### config.mk
export PLATFORM = sky130hd
export DESIGN_NAME = dnd_patch_sequencer_flat
export DESIGN_NICKNAME = d
export VERILOG_FILES = /design/src/rtl/dnd_patch_sequencer_if.sv /design/src/rtl/dnd_patch_sequencer.sv /design/src/flat_wrapper.sv
export SDC_FILE = /design/constraint.sdc
export NUM_CORES = 1
export LEC_CHECK = 0
export CORE_AREA = 2 2 114 227
export CTS_BUF_LIST = sky130_fd_sc_hd__clkbuf_8
export DETAILED_ROUTE_END_ITERATION = 12
export DIE_AREA = 0 0 116 229
export GPL_TIMING_DRIVEN = 0
export HOLD_SLACK_MARGIN = 0.06
export PLACE_DENSITY = 0.93
export SYNTH_ARGS = -nofsm -noshare
export SYNTH_HDL_FRONTEND = slang
export SYNTH_SLANG_ARGS = --single-unit
export TNS_END_PERCENT = 100
### constraint.sdc
create_clock -name clk -period 12 [get_ports clk]
set_input_delay 2.4 -clock clk [delete_from_list [all_inputs] [get_ports clk]]
set_output_delay 2.4 -clock clk [all_outputs]
set_load 0.02 [all_outputs]
### src/rtl/dnd_patch_sequencer_if.sv
`default_nettype none
// +--------------------------------------------------------------------------+
// | dnd_patch_sequencer_if                                                    |
// | Event, patch-memory and activation-stream signals of the patch sequencer. |
// | Revision: 1.0                                                             |
// +--------------------------------------------------------------------------+
interface dnd_patch_sequencer_if #(
  parameter int DVS_WIDTH       = 346,
  parameter int DVS_HEIGHT      = 260,
  parameter int CAVIAR_X_Y_BITS = 9,
  parameter int TIMESTAMP_BITS  = 16,
  parameter int POLARITY_BITS   = 2,
  parameter int WORD_SIZE       = 18,
  parameter int W_X             = 4,
  parameter int W_ADDR          = $clog2(DVS_WIDTH * DVS_HEIGHT)
);
  logic [CAVIAR_X_Y_BITS-1:0]           ev_x;
  logic [CAVIAR_X_Y_BITS-1:0]           ev_y;
  logic [POLARITY_BITS-1:0]             ev_pol;
  logic [TIMESTAMP_BITS-1:0]            ev_ts;
  logic                                 ev_vld;
  logic                                 ev_rdy;
  logic                                 mem_rd_en;
  logic [W_ADDR-1:0]                    mem_rd_addr1;
  logic [W_ADDR-1:0]                    mem_rd_addr2;
  logic                                 mem_rd_vld1;
  logic                                 mem_rd_vld2;
  logic [WORD_SIZE-1:0]                 mem_rd_data1;
  logic [WORD_SIZE-1:0]                 mem_rd_data2;
  logic                                 mem_wr_en;
  logic [W_ADDR-1:0]                    mem_wr_addr;
  logic [WORD_SIZE-1:0]                 mem_wr_data;
  logic [1:0][W_X-1:0]                  act_mag;
  logic [1:0][POLARITY_BITS-1:0]        act_pol;
  logic                                 act_vld;
  logic                                 act_rdy;
  logic                                 act_last;
  logic                                 busy;

  modport master (
    input  ev_x, ev_y, ev_pol, ev_ts, ev_vld,
    output ev_rdy,
    output mem_rd_en, mem_rd_addr1, mem_rd_addr2,
    input  mem_rd_vld1, mem_rd_vld2, mem_rd_data1, mem_rd_data2,
    output mem_wr_en, mem_wr_addr, mem_wr_data,
    output act_mag, act_pol, act_vld, act_last,
    input  act_rdy,
    output busy
  );

  modport slave (
    output ev_x, ev_y, ev_pol, ev_ts, ev_vld,
    input  ev_rdy,
    input  mem_rd_en, mem_rd_addr1, mem_rd_addr2,
    output mem_rd_vld1, mem_rd_vld2, mem_rd_data1, mem_rd_data2,
    input  mem_wr_en, mem_wr_addr, mem_wr_data,
    input  act_mag, act_pol, act_vld, act_last,
    output act_rdy,
    input  busy
  );
endinterface
`default_nettype wire

### src/rtl/dnd_patch_sequencer.sv
`default_nettype none
// +--------------------------------------------------------------------------+
// | dnd_patch_sequencer                                                       |
// | Reads a (2R+1)^2 timestamp patch around each DVS event two pixels per     |
// | beat, streams age-based activations, then writes the event back.          |
// | Revision: 1.0                                                             |
// +--------------------------------------------------------------------------+
module dnd_patch_sequencer #(
  parameter int DVS_WIDTH       = 346,
  parameter int DVS_HEIGHT      = 260,
  parameter int CAVIAR_X_Y_BITS = 9,
  parameter int TIMESTAMP_BITS  = 16,
  parameter int POLARITY_BITS   = 2,
  parameter int WORD_SIZE       = 18,
  parameter int PATCH_R         = 3,
  parameter int W_X             = 4,
  parameter int AGE_SHIFT       = 3
) (
  input  wire logic                clk,
  input  wire logic                rst,
  dnd_patch_sequencer_if.master    bus
);
  localparam int W_ADDR  = $clog2(DVS_WIDTH * DVS_HEIGHT);
  localparam int c_D     = 2 * PATCH_R + 1;
  localparam int c_NPIX  = c_D * c_D;
  localparam int c_NBEAT = (c_NPIX + 1) / 2;
  localparam int c_KW    = $clog2(c_NBEAT + 1);
  localparam int c_CW    = $clog2(c_D + 1);
  localparam int c_XW    = CAVIAR_X_Y_BITS + 2;
  localparam logic [W_X-1:0] c_MAG_MAX = '1;

  typedef enum logic [2:0] {
    S_IDLE  = 3'd0,
    S_READ  = 3'd1,
    S_WAIT  = 3'd2,
    S_OUT   = 3'd3,
    S_WRITE = 3'd4
  } state_t;

  state_t r_state, w_next;

  logic                         r_alive;
  logic [CAVIAR_X_Y_BITS-1:0]   r_x, r_y;
  logic [POLARITY_BITS-1:0]     r_pol;
  logic [TIMESTAMP_BITS-1:0]    r_ts;
  logic [c_KW-1:0]              r_k;
  logic [c_CW-1:0]              r_c0, r_r0;
  logic [WORD_SIZE-1:0]         r_d1, r_d2;
  logic                         r_got1, r_got2;
  logic [1:0][W_X-1:0]          r_act_mag;
  logic [1:0][POLARITY_BITS-1:0] r_act_pol;
  logic                         r_act_last;

  logic                         w_ev_rdy, w_accept, w_in_range, w_both;
  logic [c_CW-1:0]              w_col [2];
  logic [c_CW-1:0]              w_row [2];
  logic [WORD_SIZE-1:0]         w_word [2];
  logic [W_ADDR-1:0]            w_lane_addr [2];
  logic [W_X-1:0]               w_lane_mag [2];
  logic [POLARITY_BITS-1:0]     w_lane_pol [2];

  assign w_ev_rdy   = (r_state == S_IDLE) && r_alive;
  assign w_accept   = bus.ev_vld && w_ev_rdy;
  assign w_in_range = (int'(bus.ev_x) < DVS_WIDTH) && (int'(bus.ev_y) < DVS_HEIGHT);
  assign w_both     = (r_got1 || bus.mem_rd_vld1) && (r_got2 || bus.mem_rd_vld2);
  assign w_word[0]  = bus.mem_rd_vld1 ? bus.mem_rd_data1 : r_d1;
  assign w_word[1]  = bus.mem_rd_vld2 ? bus.mem_rd_data2 : r_d2;

  // Lane 0 walks (r_r0, r_c0); lane 1 is the next pixel in row-major order.
  always_comb begin
    w_col[0] = r_c0;
    w_row[0] = r_r0;
    w_col[1] = r_c0 + c_CW'(1);
    w_row[1] = r_r0;
    if (int'(r_c0) == c_D - 1) begin
      w_col[1] = '0;
      w_row[1] = r_r0 + c_CW'(1);
    end
  end

  for (genvar l = 0; l < 2; l++) begin : g_lane
    logic [c_XW-1:0]            w_tx, w_ty;
    logic                       w_pad, w_oob;
    logic [TIMESTAMP_BITS-1:0]  w_age, w_sh;
    logic [POLARITY_BITS-1:0]   w_spol;

    // Coordinates are offset by +R so the patch origin never goes negative.
    assign w_tx  = {2'b00, r_x} + c_XW'(w_col[l]);
    assign w_ty  = {2'b00, r_y} + c_XW'(w_row[l]);
    assign w_pad = int'(w_row[l]) >= c_D;
    assign w_oob = !w_pad && ((int'(w_tx) < PATCH_R) || (int'(w_tx) - PATCH_R >= DVS_WIDTH) ||
                              (int'(w_ty) < PATCH_R) || (int'(w_ty) - PATCH_R >= DVS_HEIGHT));
    assign w_lane_addr[l] = (w_pad || w_oob) ? '0 :
        W_ADDR'(int'(w_tx) - PATCH_R + DVS_WIDTH * (int'(w_ty) - PATCH_R));

    assign w_spol = w_word[l][WORD_SIZE-1 -: POLARITY_BITS];
    assign w_age  = r_ts - w_word[l][TIMESTAMP_BITS-1:0];
    assign w_sh   = w_age >> AGE_SHIFT;

    always_comb begin
      w_lane_mag[l] = c_MAG_MAX;
      w_lane_pol[l] = '0;
      if (w_pad) begin
        w_lane_mag[l] = '0;
      end else if (!w_oob && (w_spol != '0)) begin
        w_lane_pol[l] = w_spol;
        if (w_sh <= TIMESTAMP_BITS'(c_MAG_MAX))
          w_lane_mag[l] = w_sh[W_X-1:0];
      end
    end
  end

  always_ff @(posedge clk or posedge rst) begin
    if (rst) r_state <= S_IDLE;
    else     r_state <= w_next;
  end

  always_comb begin
    w_next            = r_state;
    bus.ev_rdy        = w_ev_rdy;
    bus.mem_rd_en     = 1'b0;
    bus.mem_rd_addr1  = '0;
    bus.mem_rd_addr2  = '0;
    bus.mem_wr_en     = 1'b0;
    bus.mem_wr_addr   = '0;
    bus.mem_wr_data   = '0;
    bus.act_vld       = 1'b0;
    bus.busy          = (r_state != S_IDLE);
    case (r_state)
      S_IDLE: if (w_accept && w_in_range) w_next = S_READ;
      S_READ: begin
        bus.mem_rd_en    = 1'b1;
        bus.mem_rd_addr1 = w_lane_addr[0];
        bus.mem_rd_addr2 = w_lane_addr[1];
        w_next           = S_WAIT;
      end
      S_WAIT: if (w_both) w_next = S_OUT;
      S_OUT: begin
        bus.act_vld = 1'b1;
        if (bus.act_rdy) w_next = r_act_last ? S_WRITE : S_READ;
      end
      S_WRITE: begin
        bus.mem_wr_en   = 1'b1;
        bus.mem_wr_addr = W_ADDR'(int'(r_x) + DVS_WIDTH * int'(r_y));
        bus.mem_wr_data = {r_pol, r_ts};
        w_next          = S_IDLE;
      end
      default: w_next = S_IDLE;
    endcase
  end

  assign bus.act_mag  = r_act_mag;
  assign bus.act_pol  = r_act_pol;
  assign bus.act_last = r_act_last;

  always_ff @(posedge clk or posedge rst) begin
    if (rst) begin
      r_alive    <= 1'b0;
      r_x        <= '0;
      r_y        <= '0;
      r_pol      <= '0;
      r_ts       <= '0;
      r_k        <= '0;
      r_c0       <= '0;
      r_r0       <= '0;
      r_d1       <= '0;
      r_d2       <= '0;
      r_got1     <= 1'b0;
      r_got2     <= 1'b0;
      r_act_mag  <= '0;
      r_act_pol  <= '0;
      r_act_last <= 1'b0;
    end else begin
      r_alive <= 1'b1;
      case (r_state)
        S_IDLE: if (w_accept) begin
          r_x   <= bus.ev_x;
          r_y   <= bus.ev_y;
          r_pol <= bus.ev_pol;
          r_ts  <= bus.ev_ts;
          r_k   <= '0;
          r_c0  <= '0;
          r_r0  <= '0;
        end
        S_READ: begin
          r_got1 <= 1'b0;
          r_got2 <= 1'b0;
        end
        S_WAIT: begin
          if (bus.mem_rd_vld1) begin
            r_d1   <= bus.mem_rd_data1;
            r_got1 <= 1'b1;
          end
          if (bus.mem_rd_vld2) begin
            r_d2   <= bus.mem_rd_data2;
            r_got2 <= 1'b1;
          end
          if (w_both) begin
            r_act_mag  <= {w_lane_mag[1], w_lane_mag[0]};
            r_act_pol  <= {w_lane_pol[1], w_lane_pol[0]};
            r_act_last <= (int'(r_k) == c_NBEAT - 1);
          end
        end
        S_OUT: if (bus.act_rdy && !r_act_last) begin
          r_k <= r_k + c_KW'(1);
          if (int'(r_c0) + 2 >= c_D) begin
            r_c0 <= c_CW'(int'(r_c0) + 2 - c_D);
            r_r0 <= r_r0 + c_CW'(1);
          end else begin
            r_c0 <= r_c0 + c_CW'(2);
          end
        end
        default: ;
      endcase
    end
  end
endmodule
`default_nettype wire

### src/flat_wrapper.sv
// flat-port wrapper written by rule: the top's interface ports become plain ports
module dnd_patch_sequencer_flat 
#(
  parameter int DVS_WIDTH       = 346,
  parameter int DVS_HEIGHT      = 260,
  parameter int CAVIAR_X_Y_BITS = 9,
  parameter int TIMESTAMP_BITS  = 16,
  parameter int POLARITY_BITS   = 2,
  parameter int WORD_SIZE       = 18,
  parameter int PATCH_R         = 3,
  parameter int W_X             = 4,
  parameter int AGE_SHIFT       = 3
)
  (clk, rst, bus_ev_x, bus_ev_y, bus_ev_pol, bus_ev_ts, bus_ev_vld, bus_ev_rdy, bus_mem_rd_en, bus_mem_rd_addr1, bus_mem_rd_addr2, bus_mem_rd_vld1, bus_mem_rd_vld2, bus_mem_rd_data1, bus_mem_rd_data2, bus_mem_wr_en, bus_mem_wr_addr, bus_mem_wr_data, bus_act_mag, bus_act_pol, bus_act_vld, bus_act_last, bus_act_rdy, bus_busy);
  dnd_patch_sequencer_if #(.DVS_WIDTH(DVS_WIDTH), .DVS_HEIGHT(DVS_HEIGHT), .CAVIAR_X_Y_BITS(CAVIAR_X_Y_BITS), .TIMESTAMP_BITS(TIMESTAMP_BITS), .POLARITY_BITS(POLARITY_BITS), .WORD_SIZE(WORD_SIZE), .W_X(W_X)) bus_i ();
  input  wire logic clk;
  input  wire logic rst;
  input wire logic [$bits(bus_i.ev_x)-1:0] bus_ev_x;
  input wire logic [$bits(bus_i.ev_y)-1:0] bus_ev_y;
  input wire logic [$bits(bus_i.ev_pol)-1:0] bus_ev_pol;
  input wire logic [$bits(bus_i.ev_ts)-1:0] bus_ev_ts;
  input wire logic [$bits(bus_i.ev_vld)-1:0] bus_ev_vld;
  output wire logic [$bits(bus_i.ev_rdy)-1:0] bus_ev_rdy;
  output wire logic [$bits(bus_i.mem_rd_en)-1:0] bus_mem_rd_en;
  output wire logic [$bits(bus_i.mem_rd_addr1)-1:0] bus_mem_rd_addr1;
  output wire logic [$bits(bus_i.mem_rd_addr2)-1:0] bus_mem_rd_addr2;
  input wire logic [$bits(bus_i.mem_rd_vld1)-1:0] bus_mem_rd_vld1;
  input wire logic [$bits(bus_i.mem_rd_vld2)-1:0] bus_mem_rd_vld2;
  input wire logic [$bits(bus_i.mem_rd_data1)-1:0] bus_mem_rd_data1;
  input wire logic [$bits(bus_i.mem_rd_data2)-1:0] bus_mem_rd_data2;
  output wire logic [$bits(bus_i.mem_wr_en)-1:0] bus_mem_wr_en;
  output wire logic [$bits(bus_i.mem_wr_addr)-1:0] bus_mem_wr_addr;
  output wire logic [$bits(bus_i.mem_wr_data)-1:0] bus_mem_wr_data;
  output wire logic [$bits(bus_i.act_mag)-1:0] bus_act_mag;
  output wire logic [$bits(bus_i.act_pol)-1:0] bus_act_pol;
  output wire logic [$bits(bus_i.act_vld)-1:0] bus_act_vld;
  output wire logic [$bits(bus_i.act_last)-1:0] bus_act_last;
  input wire logic [$bits(bus_i.act_rdy)-1:0] bus_act_rdy;
  output wire logic [$bits(bus_i.busy)-1:0] bus_busy;
  assign bus_i.ev_x = bus_ev_x;
  assign bus_i.ev_y = bus_ev_y;
  assign bus_i.ev_pol = bus_ev_pol;
  assign bus_i.ev_ts = bus_ev_ts;
  assign bus_i.ev_vld = bus_ev_vld;
  assign bus_ev_rdy = bus_i.ev_rdy;
  assign bus_mem_rd_en = bus_i.mem_rd_en;
  assign bus_mem_rd_addr1 = bus_i.mem_rd_addr1;
  assign bus_mem_rd_addr2 = bus_i.mem_rd_addr2;
  assign bus_i.mem_rd_vld1 = bus_mem_rd_vld1;
  assign bus_i.mem_rd_vld2 = bus_mem_rd_vld2;
  assign bus_i.mem_rd_data1 = bus_mem_rd_data1;
  assign bus_i.mem_rd_data2 = bus_mem_rd_data2;
  assign bus_mem_wr_en = bus_i.mem_wr_en;
  assign bus_mem_wr_addr = bus_i.mem_wr_addr;
  assign bus_mem_wr_data = bus_i.mem_wr_data;
  assign bus_act_mag = bus_i.act_mag;
  assign bus_act_pol = bus_i.act_pol;
  assign bus_act_vld = bus_i.act_vld;
  assign bus_act_last = bus_i.act_last;
  assign bus_i.act_rdy = bus_act_rdy;
  assign bus_busy = bus_i.busy;
  dnd_patch_sequencer #(.DVS_WIDTH(DVS_WIDTH), .DVS_HEIGHT(DVS_HEIGHT), .CAVIAR_X_Y_BITS(CAVIAR_X_Y_BITS), .TIMESTAMP_BITS(TIMESTAMP_BITS), .POLARITY_BITS(POLARITY_BITS), .WORD_SIZE(WORD_SIZE), .PATCH_R(PATCH_R), .W_X(W_X), .AGE_SHIFT(AGE_SHIFT)) u_core (.clk(clk), .rst(rst), .bus(bus_i));
endmodule
Word level (Yosys, flattened, before mapping). Index checks and enable logic that the tools add are counted.

Register bits after elaboration: 102. Input bits: 78. Output and inout bits: 87. Word-level logic and storage cells: 149.

Add/sub/neg operators: 19. Multiply operators: 3. $lt $le $gt $ge: 15. Equal/unequal tests: 14. Mux-type cells: 42. Reductions and logical operators: 38.

Operators by type and width (number): two-way mux 17 bit (5); greater-or-equal comparator 32 x 10 -> 1 bit, second input constant (2); multiplier 9 x 32 -> 16 bit, first input constant (2); two-way mux 18 bit (3); < comparator 11 x 2 -> 1 bit, second input constant (4); adder 9 x 3 -> 10 bit (4); adder 11 x 17 -> 17 bit (2); two-way mux 3 bit (11); subtractor 16 bit (2); less-or-equal comparator 13 x 4 -> 1 bit, second input constant (2); two-way mux 4 bit (6); subtractor 11 x 2 -> 12 bit, second input constant (2); greater-or-equal comparator 11 x 10 -> 1 bit, second input constant (2); subtractor 10 x 2 -> 11 bit, second input constant (2); < comparator 9 bit, second input constant (2); adder 10 x 17 -> 17 bit (1); multiplier 8 x 9 -> 16 bit, first input constant (1); one-hot mux 3 bit (2 select lines) (2); one-hot mux 3 bit (4 select lines) (1); logical AND 1 bit (10); logical OR 1 bit (10); two-way mux 5 bit (2); one-hot mux 5 bit (2 select lines) (1); equality test 3 x 2 -> 1 bit, second input constant (3); 22 further kinds (49).

Logic depth before layout (Yosys ltp).
Depth after elaboration: 13. Mapped depth: 37. Depth with buffers taken out: 36.

Worst setup path before layout. No wires, ideal clock.

Path kind: register to output. Start point: register u_core.r_c0[1]. End point: output bus_mem_rd_addr2[16]. Data arrival time: 7407 ps. Data required time: 9600 ps. Path slack: 2193 ps. Stages on the path, launching flop included: 34. Path through: dfrtp_1 > ha_1 > nand2_1 > xnor2_1 > ha_1 > inv_1 > fa_1 > inv_1 > ha_1 > nor2_1 > nand3_1 > or4_1 > xnor2_1 > ha_1 > fa_1 > inv_1 > fa_1 > fa_1 > inv_1 > ha_1 > inv_1 > o21bai_1 > a21oi_1 > o21bai_1 > a21oi_1 > o21bai_1 > a21oi_1 > xnor2_1 > ha_1 > buf_1 > a21o_1 > a31oi_1 > xnor2_1 > and2_1.

Longest elaborated chain between the ends: 12.

Ends and longest elaborated chain: start, declared (RTL line dnd_patch_sequencer.sv:47) `logic [c_CW-1:0] r_c0, r_r0;`; start signal, assigned (RTL line dnd_patch_sequencer.sv:207) `r_c0 <= c_CW'(int'(r_c0) + 2 - c_D);`; start signal, assigned (RTL line dnd_patch_sequencer.sv:210) `r_c0 <= r_c0 + c_CW'(2);`; parallel branches: the longest is 10 deep, another holds multiplier 9 x 32 -> 16 bit; two-way mux 17 bit (*) (RTL line dnd_patch_sequencer.sv:93) `assign w_lane_addr[l] = (w_pad || w_oob) ? '0 :`; two-way mux 17 bit (*) (RTL line dnd_patch_sequencer.sv:129) `case (r_state)`; end, declared (RTL line flat_wrapper.sv:26) `output wire logic [$bits(bus_i.mem_rd_addr2)-1:0] bus_mem_rd_addr2;`.

Every way passes the cells marked *.

Worst setup path in the final report.
Start point: register u_core.r_c0[0]. End point: output bus_mem_rd_addr2[16].

Same word-level chain as after synthesis.

==> qor.log <==
INFO  timing         max-slew-margin-rel=8.64%
INFO  floorplanning  floorplan.die_area=0.0266mm²
INFO  yosys          synth_async_sr_flop_share=100%
INFO  yosys          yosys.area.top_type=sky130_fd_sc_hd__ha_1
INFO  clock_tree     clk_latency=390ps
INFO  timing         fmaxAchievable=0.0874GHz
INFO  critical_path  critPathCaptureType=primary output
INFO  yosys          mean_syn_cell_area=8.36µm²
INFO  global_routing grt_pass1_vias=13700
INFO  run_status     run_status=complete, no violations
INFO  timing         setup-violations-final=0
INFO  route          vias_after_detailed_routing=13400
INFO  floorplanning  placementRows=82
INFO  yosys          seq_area_frac_synth=17.4%
INFO  floorplanning  die_width=116µm
INFO  critical_path  critical_path.reg2reg.startpoint=u_core.r_c0[0]
INFO  yosys          netlist_area=0.0147mm²
INFO  critical_path  endpoint=bus_mem_rd_addr2[16]
INFO  place          hpwlAfterDp=32500µm
INFO  timing         timing.setup.tns=0ps
INFO  global_routing initial_antenna_violation_count=0
INFO  worst_hold_path timing.hold.worst.class=flip-flop to flip-flop
INFO  clock_tree     clk_path_buf_depth=2
INFO  critical_path  worst_path_slowest_cell=sky130_fd_sc_hd__clkdlybuf4s50_1
INFO  yosys          post_synth_num_cell_types=82
INFO  run            drv.max_cap_violation_count=0
INFO  route          drt_drc_violations_left=0
INFO  timing         fin_worst_skew=14.8ps
INFO  critical_path  worstPathArrival=9040ps
INFO  yosys          synth.top_cell.area_share=19.4%
INFO  critical_path  reg2regPathDepth=19
INFO  timing         hold_violations_final=0
INFO  critical_path  critPathMaxStageDelay=600ps
INFO  floorplanning  floorplan.initialDensity=59.1%
INFO  route          totalWireLength=39600µm
INFO  route          drt_first_iter_violations=1018
INFO  place          finalWeightedCongestion=0.954
INFO  yosys          synthCells=1756
INFO  finish         layout-area-overhead-vs-synth=15.8%
INFO  timing         worst_pin_slew=1370ps
INFO  clock_tree     clock_sink_count=102
INFO  finish         drive_gt1_share=3.41%
INFO  floorplanning  floorplan.core_area=0.0248mm²
INFO  clock_tree     htree_num_levels=3
INFO  timing         unrepaired_setup_endpoints_after_global_routing=false
INFO  clock_tree     tritoncts_clock_tree=built
INFO  yosys          ys_seq_elements=102
INFO  timing         post-route-period-util=95.4%
INFO  critical_path  cp-start-kind=flip-flop
INFO  global_routing global_route.overflow_total=0
INFO  critical_path  cp.required=9600ps
INFO  worst_hold_path holdPathStages=2
INFO  finish         number_of_diodes_added_for_antenna_fixing=0
INFO  floorplanning  io-pin-count=165
INFO  route          antenna_left=0
INFO  global_routing grt_max_degree=65
INFO  clock_tree     cts_hold_buf=0
INFO  route          first_pass_iters=7
INFO  critical_path  rr_endpoint=u_core.bus.act_mag[4]
INFO  yosys          ys_warn_count=0
INFO  yosys          netlist_top_cells_area=sky130_fd_sc_hd__ha_1, sky130_fd_sc_hd__dfrtp_1, sky130_fd_sc_hd__fa_1
INFO  place          port_buffers=162
INFO  finish         layout.filler_cells=1899
INFO  timing         hold-worst-slack=481ps
INFO  critical_path  critPathKind=flip-flop to primary output
INFO  global_routing grt_first_pass_wirelength=65100µm
INFO  yosys          synth_ff_type=sky130_fd_sc_hd__dfrtp_1
INFO  critical_path  slack_of_the_worst_reg_to_reg_path=6770ps
INFO  global_routing gr-usage-all-layers=30.3%
INFO  critical_path  cpMostUsedCell=sky130_fd_sc_hd__inv_1
INFO  timing         finalCriticalPeriod=11440ps
INFO  clock_tree     cts_root_buf=sky130_fd_sc_hd__clkbuf_8
INFO  floorplanning  die_h=229µm
INFO  clock_tree     path_clk_slew=100ps
INFO  yosys          synth-edff-count=0
INFO  critical_path  cp-startpoint=u_core.r_c0[0]
INFO  route          avg_wl_per_cell=17.4µm
INFO  timing         finalMaxSlewViolations=0
INFO  yosys          syn-num-nets=2138
INFO  critical_path  path_max_fanout=7
INFO  finish         final_net_count=2312
INFO  route          drt-vias-per-instance=5.92
INFO  clock_tree     cts_buffers=9
-- Yosys cell counts, types with 15 or more instances --
master / number
sky130_fd_sc_hd__inv_1: 232
sky130_fd_sc_hd__ha_1: 228
sky130_fd_sc_hd__nand2_1: 173
sky130_fd_sc_hd__nor2_1: 131
sky130_fd_sc_hd__dfrtp_1: 102
sky130_fd_sc_hd__a21oi_1: 93
sky130_fd_sc_hd__xnor2_1: 89
sky130_fd_sc_hd__fa_1: 76
sky130_fd_sc_hd__o21ai_0: 63
sky130_fd_sc_hd__mux2i_1: 53
sky130_fd_sc_hd__xor2_1: 44
sky130_fd_sc_hd__and3_1: 34
sky130_fd_sc_hd__nand3_1: 34
sky130_fd_sc_hd__and2_1: 31
sky130_fd_sc_hd__clkbuf_1: 30
sky130_fd_sc_hd__nor3_1: 29
sky130_fd_sc_hd__a21o_1: 23
sky130_fd_sc_hd__or3_1: 17
sky130_fd_sc_hd__o21a_1: 15
-- state kept, by name, indices dropped and copies added, names as in the netlist, 4 cells and up --
signal              count
u_core.r_ts            16
u_core.bus.act_pol      4
u_core.r_x              9
u_core.r_y              9
u_core.r_d1            18
u_core.r_d2            18
u_core.bus.act_mag      8
u_core.r_k              5
-- metrics by stage --
step | util (%) | worst slack (ps) | instances | area [µm²]
after global placement | 67.4 | 810 | 2254 | 16700
after CTS | 68.4 | 201 | 2271 | 17000
final | 68.5 | 555 | 2271 | 17000
after floorplan | - | 2190 | 1756 | 14700
after detailed placement | 67.5 | 665 | 2255 | 16800
after global routing | 68.5 | 20.1 | 2271 | 17000
-- cells in the final DEF (no fill, tap or decap), types with 15 or more instances in the layout --
cell                              count
sky130_fd_sc_hd__dfrtp_1            101
sky130_fd_sc_hd__clkbuf_1            30
sky130_fd_sc_hd__xnor2_1             87
sky130_fd_sc_hd__xor2_1              44
sky130_fd_sc_hd__or3_1               17
sky130_fd_sc_hd__and3_1              34
sky130_fd_sc_hd__o21a_1              15
sky130_fd_sc_hd__a21oi_1             93
sky130_fd_sc_hd__nor2_1             131
sky130_fd_sc_hd__fa_1                76
sky130_fd_sc_hd__nand2_1            173
sky130_fd_sc_hd__o21ai_0             62
sky130_fd_sc_hd__mux2i_1             53
sky130_fd_sc_hd__clkdlybuf4s50_1    162
sky130_fd_sc_hd__nand3_1             34
sky130_fd_sc_hd__nor3_1              29
sky130_fd_sc_hd__and2_1              31
sky130_fd_sc_hd__ha_1               227
sky130_fd_sc_hd__a21o_1              23
sky130_fd_sc_hd__inv_1              231
-- cell families after synthesis --
| group | share of synthesized area (%) |
|---|---|
| compound gates | 15.3 |
| xor+xnor | 8.39 |
| fa+ha+maj | 29.8 |
| buf+inv | 7.12 |
| flops | 17.4 |
| mux | 4.46 |
| other cells | 0.0255 |
| simple gates | 17.6 |
-- critical path, delay by kind of cell, from the launching register on --
kind / cells / cell delay, ps
adder cells (fa/ha/maj): 10 / 3680
flip-flops: 1 / 510
AND/OR/NAND/NOR: 5 / 1170
AO/OA/AOI/OAI: 8 / 1270
buffers and inverters: 8 / 1210
XOR/XNOR: 4 / 810
-- area by class of cell --
type                       instances  area (µm²)  area share [%]
buffer                            44         175            1.03
clock buffer                      10         138           0.809
clock inverter                     6        77.6           0.456
inverter                         232         873            5.14
multi-input combinational       1378       11100            65.4
sequential                       102        2550            15.0
tap                              336         420            2.47
timing repair buffer             163        1650            9.70
-- layer usage --
layer / GRT usage [%] / wire length [µm]
met5: 0 / 0
met4: 16.3 / 2260
met3: 3.57 / 2180
met2: 51.6 / 19500
met1: 36.5 / 15700
-- worst min path at each step --
stage | from | end
after global placement | u_core.r_pol[0] | u_core.r_pol[0]
final | u_core.r_pol[0] | u_core.r_pol[0]
after CTS | u_core.r_pol[0] | u_core.r_pol[0]
after detailed placement | u_core.r_pol[0] | u_core.r_pol[0]
after global routing | u_core.r_pol[1] | u_core.r_pol[1]
after floorplan | u_core.r_pol[0] | u_core.r_pol[0]
-- repair_timing --
action                     in CTS  in global routing
setup buffers                   0                  0
resized for setup               0                  7
setup endpoints to repair       0                  4
Power is not shown: default switching activity piles up to over one toggle a cycle in this logic, so the estimate is an artifact.
